`src/rtl/hanoi_pkg.sv`:
```
// Shared types and helpers for the Tower of Hanoi move generator and tower model.
//   peg_t       : 2-bit peg identifier (PEG0/PEG1/PEG2; 2'b11 unused)
//   gen_state_t : move generator FSM states
//   top_disk()  : index of the smallest disk on a peg (lowest set occupancy bit)
package hanoi_pkg;

    localparam int unsigned MAX_S = 15;

    typedef logic [1:0] peg_t;

    localparam peg_t PEG0 = 2'b00;
    localparam peg_t PEG1 = 2'b01;
    localparam peg_t PEG2 = 2'b10;

    typedef enum logic [1:0] {
        IDLE,
        RUN,
        DONE
    } gen_state_t;

    // Lowest set bit of an occupancy vector; returns 0 for an empty peg, so callers
    // must qualify the result with a non-empty test.
    function automatic logic [3:0] top_disk(input logic [MAX_S-1:0] occ);
        logic [3:0] idx;
        idx = '0;
        for (int i = MAX_S - 1; i >= 0; i--) begin
            if (occ[i]) begin
                idx = 4'(i);
            end
        end
        return idx;
    endfunction

endpackage

```
`src/rtl/hanoi_mod3.sv`:
```
// Combinational modulo-3 reducer.
//   val : W-bit unsigned operand
//   rem : val mod 3 (0, 1 or 2)
// Uses 2^i mod 3 = 1 for even i and 2 for odd i, folding the running sum as it goes.
module hanoi_mod3 #(
    parameter int unsigned W = 5
) (
    input  logic [W-1:0] val,
    output logic [1:0]   rem
);

    logic [2:0] acc;

    always_comb begin
        acc = '0;
        for (int i = 0; i < W; i++) begin
            if (val[i]) begin
                acc = acc + (((i % 2) == 0) ? 3'd1 : 3'd2);
                if (acc >= 3'd3) begin
                    acc = acc - 3'd3;
                end
            end
        end
        rem = acc[1:0];
    end

endmodule

```
`src/rtl/hanoi_move_gen.sv`:
```
// Tower of Hanoi optimal move sequencer with a shadow legality checker.
//   clk, rst   : clock, synchronous active-high reset
//   start      : begin a new sequence (accepted in IDLE or DONE only)
//   move_ready : downstream accepts the presented move this cycle
//   move_valid : fr/to carry a move
//   fr, to     : source / destination peg of the presented move
//   move_cnt   : moves accepted in the current sequence
//   done       : whole 2^S-1 move sequence accepted
//   illegal    : sticky flag, an accepted move violated the disk ordering rule
module hanoi_move_gen
    import hanoi_pkg::*;
#(
    parameter int unsigned S = 4
) (
    input  logic         clk,
    input  logic         rst,
    input  logic         start,
    input  logic         move_ready,
    output logic         move_valid,
    output logic [1:0]   fr,
    output logic [1:0]   to,
    output logic [S-1:0] move_cnt,
    output logic         done,
    output logic         illegal
);

    localparam logic [S:0]   ONE_M  = (S + 1)'(1);
    localparam logic [S:0]   LAST_M = {1'b0, {S{1'b1}}};
    localparam logic [S-1:0] ONE_S  = S'(1);

    gen_state_t   state_q, state_d;
    logic [S:0]   m_q, m_d;
    logic [1:0]   fr_q, fr_d, to_q, to_d;
    logic [S-1:0] cnt_q, cnt_d;
    logic         ill_q, ill_d;
    logic [S-1:0] peg_q [3];
    logic [S-1:0] peg_d [3];

    logic         accept, last, load;
    logic [S:0]   and_term, or_term;
    logic [1:0]   raw_fr, raw_to;
    logic [S-1:0] src_occ, dst_occ, mask;
    logic         legal;

    // With an even disk count the canonical sequence ends on peg 1, so swap 1 and 2.
    function automatic logic [1:0] fix_peg(input logic [1:0] p);
        if ((S % 2) == 0 && p != PEG0) begin
            return (p == PEG1) ? PEG2 : PEG1;
        end
        return p;
    endfunction

    assign accept = (state_q == RUN) && move_ready;
    assign last   = (m_q == LAST_M);

    // Shadow legality of the currently presented move.
    always_comb begin
        src_occ = '0;
        dst_occ = '0;
        case (fr_q)
            PEG0:    src_occ = peg_q[0];
            PEG1:    src_occ = peg_q[1];
            PEG2:    src_occ = peg_q[2];
            default: src_occ = '0;
        endcase
        case (to_q)
            PEG0:    dst_occ = peg_q[0];
            PEG1:    dst_occ = peg_q[1];
            PEG2:    dst_occ = peg_q[2];
            default: dst_occ = '0;
        endcase
        legal = (src_occ != '0) &&
                ((dst_occ == '0) ||
                 (top_disk(MAX_S'(src_occ)) < top_disk(MAX_S'(dst_occ))));
        mask  = ONE_S << top_disk(MAX_S'(src_occ));
    end

    always_comb begin
        state_d = state_q;
        m_d     = m_q;
        cnt_d   = cnt_q;
        ill_d   = ill_q;
        peg_d   = peg_q;
        load    = 1'b0;
        unique case (state_q)
            IDLE, DONE: begin
                if (start) begin
                    state_d  = RUN;
                    m_d      = ONE_M;
                    cnt_d    = '0;
                    ill_d    = 1'b0;
                    peg_d[0] = '1;
                    peg_d[1] = '0;
                    peg_d[2] = '0;
                    load     = 1'b1;
                end
            end
            RUN: begin
                if (accept) begin
                    cnt_d = cnt_q + ONE_S;
                    if (legal) begin
                        for (int p = 0; p < 3; p++) begin
                            if (2'(p) == fr_q) peg_d[p] = peg_q[p] & ~mask;
                            if (2'(p) == to_q) peg_d[p] = peg_q[p] | mask;
                        end
                    end else begin
                        ill_d = 1'b1;
                    end
                    if (last) begin
                        state_d = DONE;
                    end else begin
                        m_d  = m_q + ONE_M;
                        load = 1'b1;
                    end
                end
            end
            default: state_d = IDLE;
        endcase
    end

    // fr/to are computed from the next index so the registered pair always matches m_q.
    assign and_term = m_d & (m_d - ONE_M);
    assign or_term  = (m_d | (m_d - ONE_M)) + ONE_M;

    hanoi_mod3 #(.W(S + 1)) u_mod3_fr (
        .val (and_term),
        .rem (raw_fr)
    );

    hanoi_mod3 #(.W(S + 1)) u_mod3_to (
        .val (or_term),
        .rem (raw_to)
    );

    always_comb begin
        fr_d = fr_q;
        to_d = to_q;
        if (load) begin
            fr_d = fix_peg(raw_fr);
            to_d = fix_peg(raw_to);
        end
    end

    always_ff @(posedge clk) begin
        if (rst) begin
            state_q  <= IDLE;
            m_q      <= '0;
            fr_q     <= PEG0;
            to_q     <= PEG0;
            cnt_q    <= '0;
            ill_q    <= 1'b0;
            peg_q[0] <= '1;
            peg_q[1] <= '0;
            peg_q[2] <= '0;
        end else begin
            state_q <= state_d;
            m_q     <= m_d;
            fr_q    <= fr_d;
            to_q    <= to_d;
            cnt_q   <= cnt_d;
            ill_q   <= ill_d;
            for (int p = 0; p < 3; p++) begin
                peg_q[p] <= peg_d[p];
            end
        end
    end

    assign move_valid = (state_q == RUN);
    assign done       = (state_q == DONE);
    assign fr         = fr_q;
    assign to         = to_q;
    assign move_cnt   = cnt_q;
    assign illegal    = ill_q;

endmodule

```
`config.mk`:
```
export PLATFORM = sky130hd
export DESIGN_NAME = hanoi_move_gen
export DESIGN_NICKNAME = d
export VERILOG_FILES = /design/src/rtl/hanoi_pkg.sv /design/src/rtl/hanoi_mod3.sv /design/src/rtl/hanoi_move_gen.sv
export SDC_FILE = /design/constraint.sdc
export NUM_CORES = 1
export LEC_CHECK = 0
export BUFFER_PORTS_ARGS = -buffer_cell sky130_fd_sc_hd__buf_2
export CELL_PAD_IN_SITES_DETAIL_PLACEMENT = 1
export CELL_PAD_IN_SITES_GLOBAL_PLACEMENT = 1
export CORE_ASPECT_RATIO = 0.6
export CORE_MARGIN = 10
export CORE_UTILIZATION = 44
export DETAILED_ROUTE_END_ITERATION = 8
export PLACE_DENSITY_LB_ADDON = 0.1
export RECOVER_POWER = 50
export SYNTH_ARGS = -nofsm -noshare
export SYNTH_HDL_FRONTEND = slang
export SYNTH_SLANG_ARGS = --single-unit
export TNS_END_PERCENT = 50
```
`constraint.sdc`:
```
create_clock -name clk -period 5.1 [get_ports clk]
set_input_delay 0.765 -clock clk [delete_from_list [all_inputs] [get_ports clk]]
set_output_delay 0.765 -clock clk [all_outputs]
set_load 0.1 [all_outputs]
```
# After elaboration in Yosys (flattened, before gate mapping)
# Cells that the tools add are included.
[totals] inputBits=4 output_inout_bits=11 word_cells=154 regBits=28
[classes] mux=67 shift=1 n_eq_ne=21 bitwise_logic=9 order_cmp=9 addsub=20 reduce_logical=18
[op_table] operator="$mux 4" count=13
[op_table] operator="$mux 12" count=3
[op_table] operator="$mux 3" count=12
[op_table] operator="$mux 2" count=16
[op_table] operator="$ge 3x2->1 const B" count=8
[op_table] operator="$pmux 12 s2" count=1
[op_table] operator="$pmux 4 s3" count=2
[op_table] operator="$sub 3x2->3 const B" count=6
[op_table] operator="$mux 5" count=3
[op_table] operator="$reduce_and 5->1" count=3
[op_table] operator="$add 3x1->3 const B" count=4
[op_table] operator="$and 4x4->4" count=3
[op_table] operator="$mux 1" count=12
[op_table] operator="$or 4x4->4" count=3
[op_table] operator="$add 5x1->5 const B" count=2
[op_table] operator="$eq 2x1->1 const B" count=5
[op_table] operator="$pmux 5 s2" count=1
[op_table] operator="$ne 3x1->1 const B" count=3
[op_table] operator="$pmux 4 s2" count=1
[op_table] operator="$add 1x2->3 const B" count=2
[op_table] operator="$add 3x2->3 const B" count=2
[op_table] operator="$eq 2x2->1 const B" count=3
[op_table] operator="$logic_not 2->1" count=3
[op_table] operator="$ne 2x1->1 const B" count=3
[op_table] operator="22 further kinds" count=31

# Logic depth before layout (Yosys ltp)
[logic_depth] word_depth=28 ltp_mapped=16 mapped_depth_nobuf=15

# By module
# A second synthesis with hierarchy kept.
[hier_totals] hier_cells=290 hier_area_um2=2374.8
[modules_own_cells] mod="hanoi_move_gen" seq_area_each_um2=560.5 cells_per_inst=222 area_per_inst_um2=1796.7 n_inst=1
[modules_own_cells] mod="hanoi_mod3" seq_area_each_um2=0.0 cells_per_inst=34 area_per_inst_um2=289.0 n_inst=2

# Worst setup path before layout
# No wires, ideal clock.
[synth_timing] path_type="input port to flip-flop" from="input move_ready" to="register fr_q[1], in the netlist fr[1]" slack_ns=1.186 required_time_ns=5.012 path_buffers=2 stages=15 setup_time_ns=0.088 t_arrival_ns=3.826 path_cell_list="and3b_1 > clkbuf_4 > clkbuf_1 > nand2_1 > a31oi_1 > or2_2 > inv_1 > ha_1 > mux2i_1 > inv_2 > ha_1 > o31a_2 > or3_4 > or4_4 > a311oi_2"
[synth_between] elab_chain_cells=26 word_cells_on_any_way=35 classes_between="add/sub (9); order compare (4); eq/ne (1); mux (18); bitwise (1); reduce/logical (2)"
[synth_lines] item="from (decl)" line_no="hanoi_move_gen.sv:18" text="input logic move_ready,"
[synth_lines] item="$logic_and 1x1->1 (*)" line_no="hanoi_move_gen.sv:53" text="assign accept = (state_q == RUN) && move_ready;"
[synth_lines] item="$mux 5" line_no="hanoi_move_gen.sv:99" text="if (accept) begin"
[synth_lines] item="$pmux 5 s2" line_no="hanoi_move_gen.sv:85" text="unique case (state_q)"
[synth_lines] item="$sub 5x1->5" line_no="hanoi_move_gen.sv:122" text="assign and_term = m_d & (m_d - ONE_M);"
[synth_lines] item="$and 5x5->5" line_no="hanoi_move_gen.sv:122"
[synth_lines] item="$mux 1" line_no="hanoi_mod3.sv:17" text="if (val[i]) begin"
[synth_lines] item="$add 1x2->3" line_no="hanoi_mod3.sv:18" text="acc = acc + (((i % 2) == 0) ? 3'd1 : 3'd2);"
[synth_lines] item="$sub 3x2->3 or $ge 3x2->1 (tied branches)" line_no="hanoi_mod3.sv:20, hanoi_mod3.sv:19"
[synth_lines] item="[10 not listed]"
[synth_lines] item="$add 3x1->3" line_no="hanoi_mod3.sv:18"
[synth_lines] item="$ge 3x2->1 or $sub 2x2->2 (tied branches)" line_no="hanoi_mod3.sv:19, hanoi_mod3.sv:20"
[synth_lines] item="$mux 2" line_no="hanoi_mod3.sv:19" text="if (acc >= 3'd3) begin"
[synth_lines] item="$mux 2" line_no="hanoi_mod3.sv:17"
[synth_lines] item="$eq 2x1->1 or $reduce_bool 2->1 (tied branches)" line_no="hanoi_move_gen.sv:48, hanoi_move_gen.sv:47"
[synth_lines] item="$mux 2 or $mux 1 (tied branches)" line_no="hanoi_move_gen.sv:48, hanoi_move_gen.sv:47"
[synth_lines] item="$mux 2 or $mux 1 (tied branches)" line_no="hanoi_move_gen.sv:47, hanoi_move_gen.sv:138"
[synth_lines] item="$mux 2" line_no="hanoi_move_gen.sv:50" text="return p;"
[synth_lines] item="to (signal assigned)" line_no="hanoi_move_gen.sv:158" text="fr_q <= fr_d;"
[synth_lines] item="to (decl)" line_no="hanoi_move_gen.sv:33" text="logic [1:0] fr_q, fr_d, to_q, to_d;"
# Every way passes the cells marked *; elsewhere a longest branch is shown, timed or not. The select of a mux whose other input is x is not followed.
# A chain may end at the register's enable or synchronous reset.

# Worst setup path in the final report
# Ends and elaborated chain as after synthesis.

==> summary.txt <==
Run status
  • Outcome: complete, no violations

Floorplan
  • Initial core utilization: 0.466
  • Core Area: between 4000 and 5000 sq um
  • Die area: 8240 sq um
  • Die Span X: 111 microns
  • Die Y: 74.4 microns
  • Num rows: 19
  • # IOs: 15

Finish
  • Filler cells: 617
  • Area growth syn-to-layout: 6.51%
  • # nets final: ~300
  • Diode count: 0
  • Layout cell share with drive strength beyond 1: 0.104

Setup path
  • CP Data Required Time: between 5 and 6 ns
  • Worst-path maximum fanout: 16
  • Critical R2R Capture: fr[1]
  • CP peak stage delay: 0.54 ns
  • Cells on worst reg2reg path: 12
  • Crit-path most repeated cell: ha_1
  • Arr. time, crit path: 4.39 ns
  • Critical path launch point type: input pin
  • Critical setup path kind: input pin to flip-flop
  • CP max-delay cell: and3b_1
  • Crit. End Element: flip-flop
  • Kind of cell adding the most delay to the critical path: simple AND/OR/NAND/NOR gates
  • RR Startpoint: m_q[0]
  • Worst-path cell chain: clkbuf_1 > and3b_1 > nand2_1 > a31oi_1 > or2_2 > inv_1 > ha_1 > mux2i_1 > inv_2 > ha_1 > o31a_2 > or3_4 > or4_4 > a311oi_2
  • Reg2reg setup slack: 1.08 ns
  • Bufs and invs on worst path: 3

Global routing
  • Largest net degree at the start of global routing: 22
  • Vias in the first global route: roughly 2100
  • Remaining global-route overflow: 0
  • Initial antenna violation count: 0
  • GRT Resource Usage Total: 0.161
  • Global-route wire length before repair: around 11 mm

Routing
  • Routed Antenna Nets: 0
  • DR WL/cell: approximately 20 microns
  • Via count: between 2000 and 2500
  • DRC Markers: 0
  • 1st-iter DRT viols: 197
  • Vias/cell: approximately 6.3
  • DRT Pass-1 Iters: 5
  • Routed wire length: 6.69 mm

STA
  • Setup Skew: 0.00615 ns
  • RSZ-0062 raised after global routing: false
  • Max Freq: 239 MHz
  • Normalized max-slew margin: 0.0920
  • Final Setup Violations: 0
  • Hold Fails Final Rpt: 0
  • Setup WS post-layout: 0.914 ns
  • Final Cycle Share: 0.821
  • WHS: 0.495 ns
  • Setup TNS: 0 ns
  • Slew @ Worst Pin: between 1 and 1.5 ns
  • Fin crit period: around 4.2 ns
  • Max-slew violations: 0

Logic synthesis
  • Post-synthesis async set-or-reset flop share: 0
  • Netlist Area Pre-Place: 2170 sq um
  • Primary FF master, synth: dfxtp_1
  • Syn nets: 289
  • Ys Warns: 0
  • Cells after Synth: 274
  • Distinct cells, synth: 66
  • Mean Syn Cell Area: 7.92 sq um
  • Seq/Total Area, Yosys: 0.258
  • Register bit count reported by yosys: 28
  • Number of synthesized flops with an enable pin: 0

Clock network
  • Post-CTS resize count: 0
  • Clk sink count: 28
  • CTS max path bufs: 2
  • Clk slew on worst S/H paths: 0.10 ns
  • Root buf cell: clkbuf_8
  • TritonCTS clock tree: yes
  • Setup Buffers After CTS: 0
  • Htree depth: 1
  • Clk Latency, worst-skew pair: roughly 0.28 ns
  • Hold-fix buffers, CTS: 0
  • Cts bufs inserted: 3

Job
  • Max Cap Viol: 0

Power and ir drop
  • Worst IR Drop VDD: 141 uV
  • Pleak: 0.861 nW
  • Power Density: approximately 250 nW/um^2

Worst hold path
  • Worst hold-check path type: flip-flop to flip-flop
  • Hold worst-path end: peg_q[0]
  • Worst hold stages: 2
  • Hold_sp: peg_q[0]

Placed design
  • Placement Setup Slack: 0.668 ns
  • # port buffers: 14
  • Detail Placement HPWL: 5.14 mm
  • Gp weighted congestion: 0.918
## report_power, final
| group | leakage, nW | switching [mW] | internal, mW |
|---|---|---|---|
| clock network | 0.0357 | 0.0741 | 0.105 |
| logic | 0.598 | 0.121 | 0.0502 |
| registers | 0.227 | 0.0142 | 0.224 |
## synthesized netlist by cell type (all sizes together) (2+ instances only)
library cell | instances | area (sq um)
a221oi | 2 | 35.0
o31a | 2 | 18.8
o22ai | 6 | 37.5
nor2 | 30 | 113
nor3b | 2 | 15.0
buf | 4 | 25.0
mux2 | 3 | 33.8
a211o | 2 | 18.8
or3 | 2 | 17.5
a211oi | 7 | 52.6
o2bb2ai | 2 | 17.5
mux2i | 11 | 110
a21o | 3 | 23.8
nor3 | 3 | 15.0
inv | 13 | 48.8
or4 | 5 | 45.0
a31oi | 5 | 31.3
or2 | 4 | 25.0
and2 | 2 | 12.5
a21oi | 12 | 60.1
o21ai | 9 | 45.0
nor2b | 7 | 43.8
and3 | 3 | 18.8
o311ai | 7 | 61.3
clkbuf | 8 | 33.8
ha | 11 | 138
nand2b | 4 | 25.0
nand2 | 26 | 97.6
a22oi | 2 | 15.0
xor2 | 2 | 17.5
dfxtp | 28 | 561
nand3 | 11 | 60.1
nor4 | 5 | 31.3
o22a | 3 | 26.3
xnor2 | 2 | 17.5
nand4 | 9 | 56.3
## per-layer routing
| metal | track usage | vias to the layer above | wire length [microns] |
|---|---|---|---|
| met5 | 0 | - | 0 |
| met4 | 0.0244 | 0 | 18 |
| met3 | 0.0434 | 2 | 628 |
| met2 | 0.221 | 83 | 2480 |
| met1 | 0.242 | 1029 | 3570 |
| li1 | - | 1039 | - |
## cell families after synthesis
group	synth area share
and+or+nand+nor	0.293
AOI/OAI and AO/OA	0.249
DFF	0.258
buffers and inverters	0.0496
muxes	0.0663
adders and majority gates	0.0680
xor gates and xnor gates	0.0161
## how the worst max path moves through the flow
stage	startpoint	end	cells after the start
floorplan	move_ready	fr[1]	15
finish	move_ready	fr[1]	14
global placement	move_ready	fr[1]	12
detailed placement	move_ready	fr[1]	14
global route	move_ready	fr[1]	14
CTS	move_ready	fr[1]	14
## flip-flops by register name, summed over array words and instances (netlist names)
register,flops
to,2
peg_q,12
illegal,1
state_q,2
m_q,5
move_cnt,4
fr,2
## through the flow
step	area (sq um)	power [mW]	cells	utilization
finish	2310	0.589	343	0.496
global route	2310	0.621	343	0.496
CTS	2330	0.593	343	0.501
detailed placement	2260	0.412	339	0.485
global placement	2260	0.409	339	0.485
floorplan	2170	0.376	274	-
## cell type report
type                    instances  area [sq um]  share of cell area
well taps                      63          78.8              0.0341
clock inverters                 1          30.0              0.0130
multi-input cells             221          1490               0.646
flip-flops and latches         28           561               0.242
inverters                      13          48.8              0.0211
repair buffers                 14          58.8              0.0254
clock buffers                   3          41.3              0.0179
## layout by cell type, fill, tap and decap left out, types with 3 or more instances in the layout
master / instances
or2_2: 3
nor3_1: 3
a211oi_1: 7
mux2i_1: 11
a31oi_1: 5
or4_1: 3
nand4_1: 9
nand2b_1: 4
clkbuf_1: 9
nor2b_1: 7
and3_1: 3
nor2_1: 30
clkbuf_8: 3
nand2_1: 26
o22ai_1: 6
buf_2: 5
mux2_2: 3
o22a_1: 3
ha_1: 11
inv_1: 12
o311ai_0: 7
nor4_1: 5
dfxtp_1: 28
o21ai_0: 9
nand3_1: 11
a21oi_1: 12
## worst register-to-register path: stages, from the launching register on
cell	delay, ns
dfxtp_1	0.36
ha_1	0.28
and4b_1	0.30
or4_4	0.55
a221oi_4	0.40
or2_1	0.21
mux2i_1	0.41
inv_2	0.11
ha_1	0.23
o31a_2	0.11
or3_4	0.34
or4_4	0.42
a311oi_2	0.23
No activity file was read; power rests on OpenSTA's default activity.
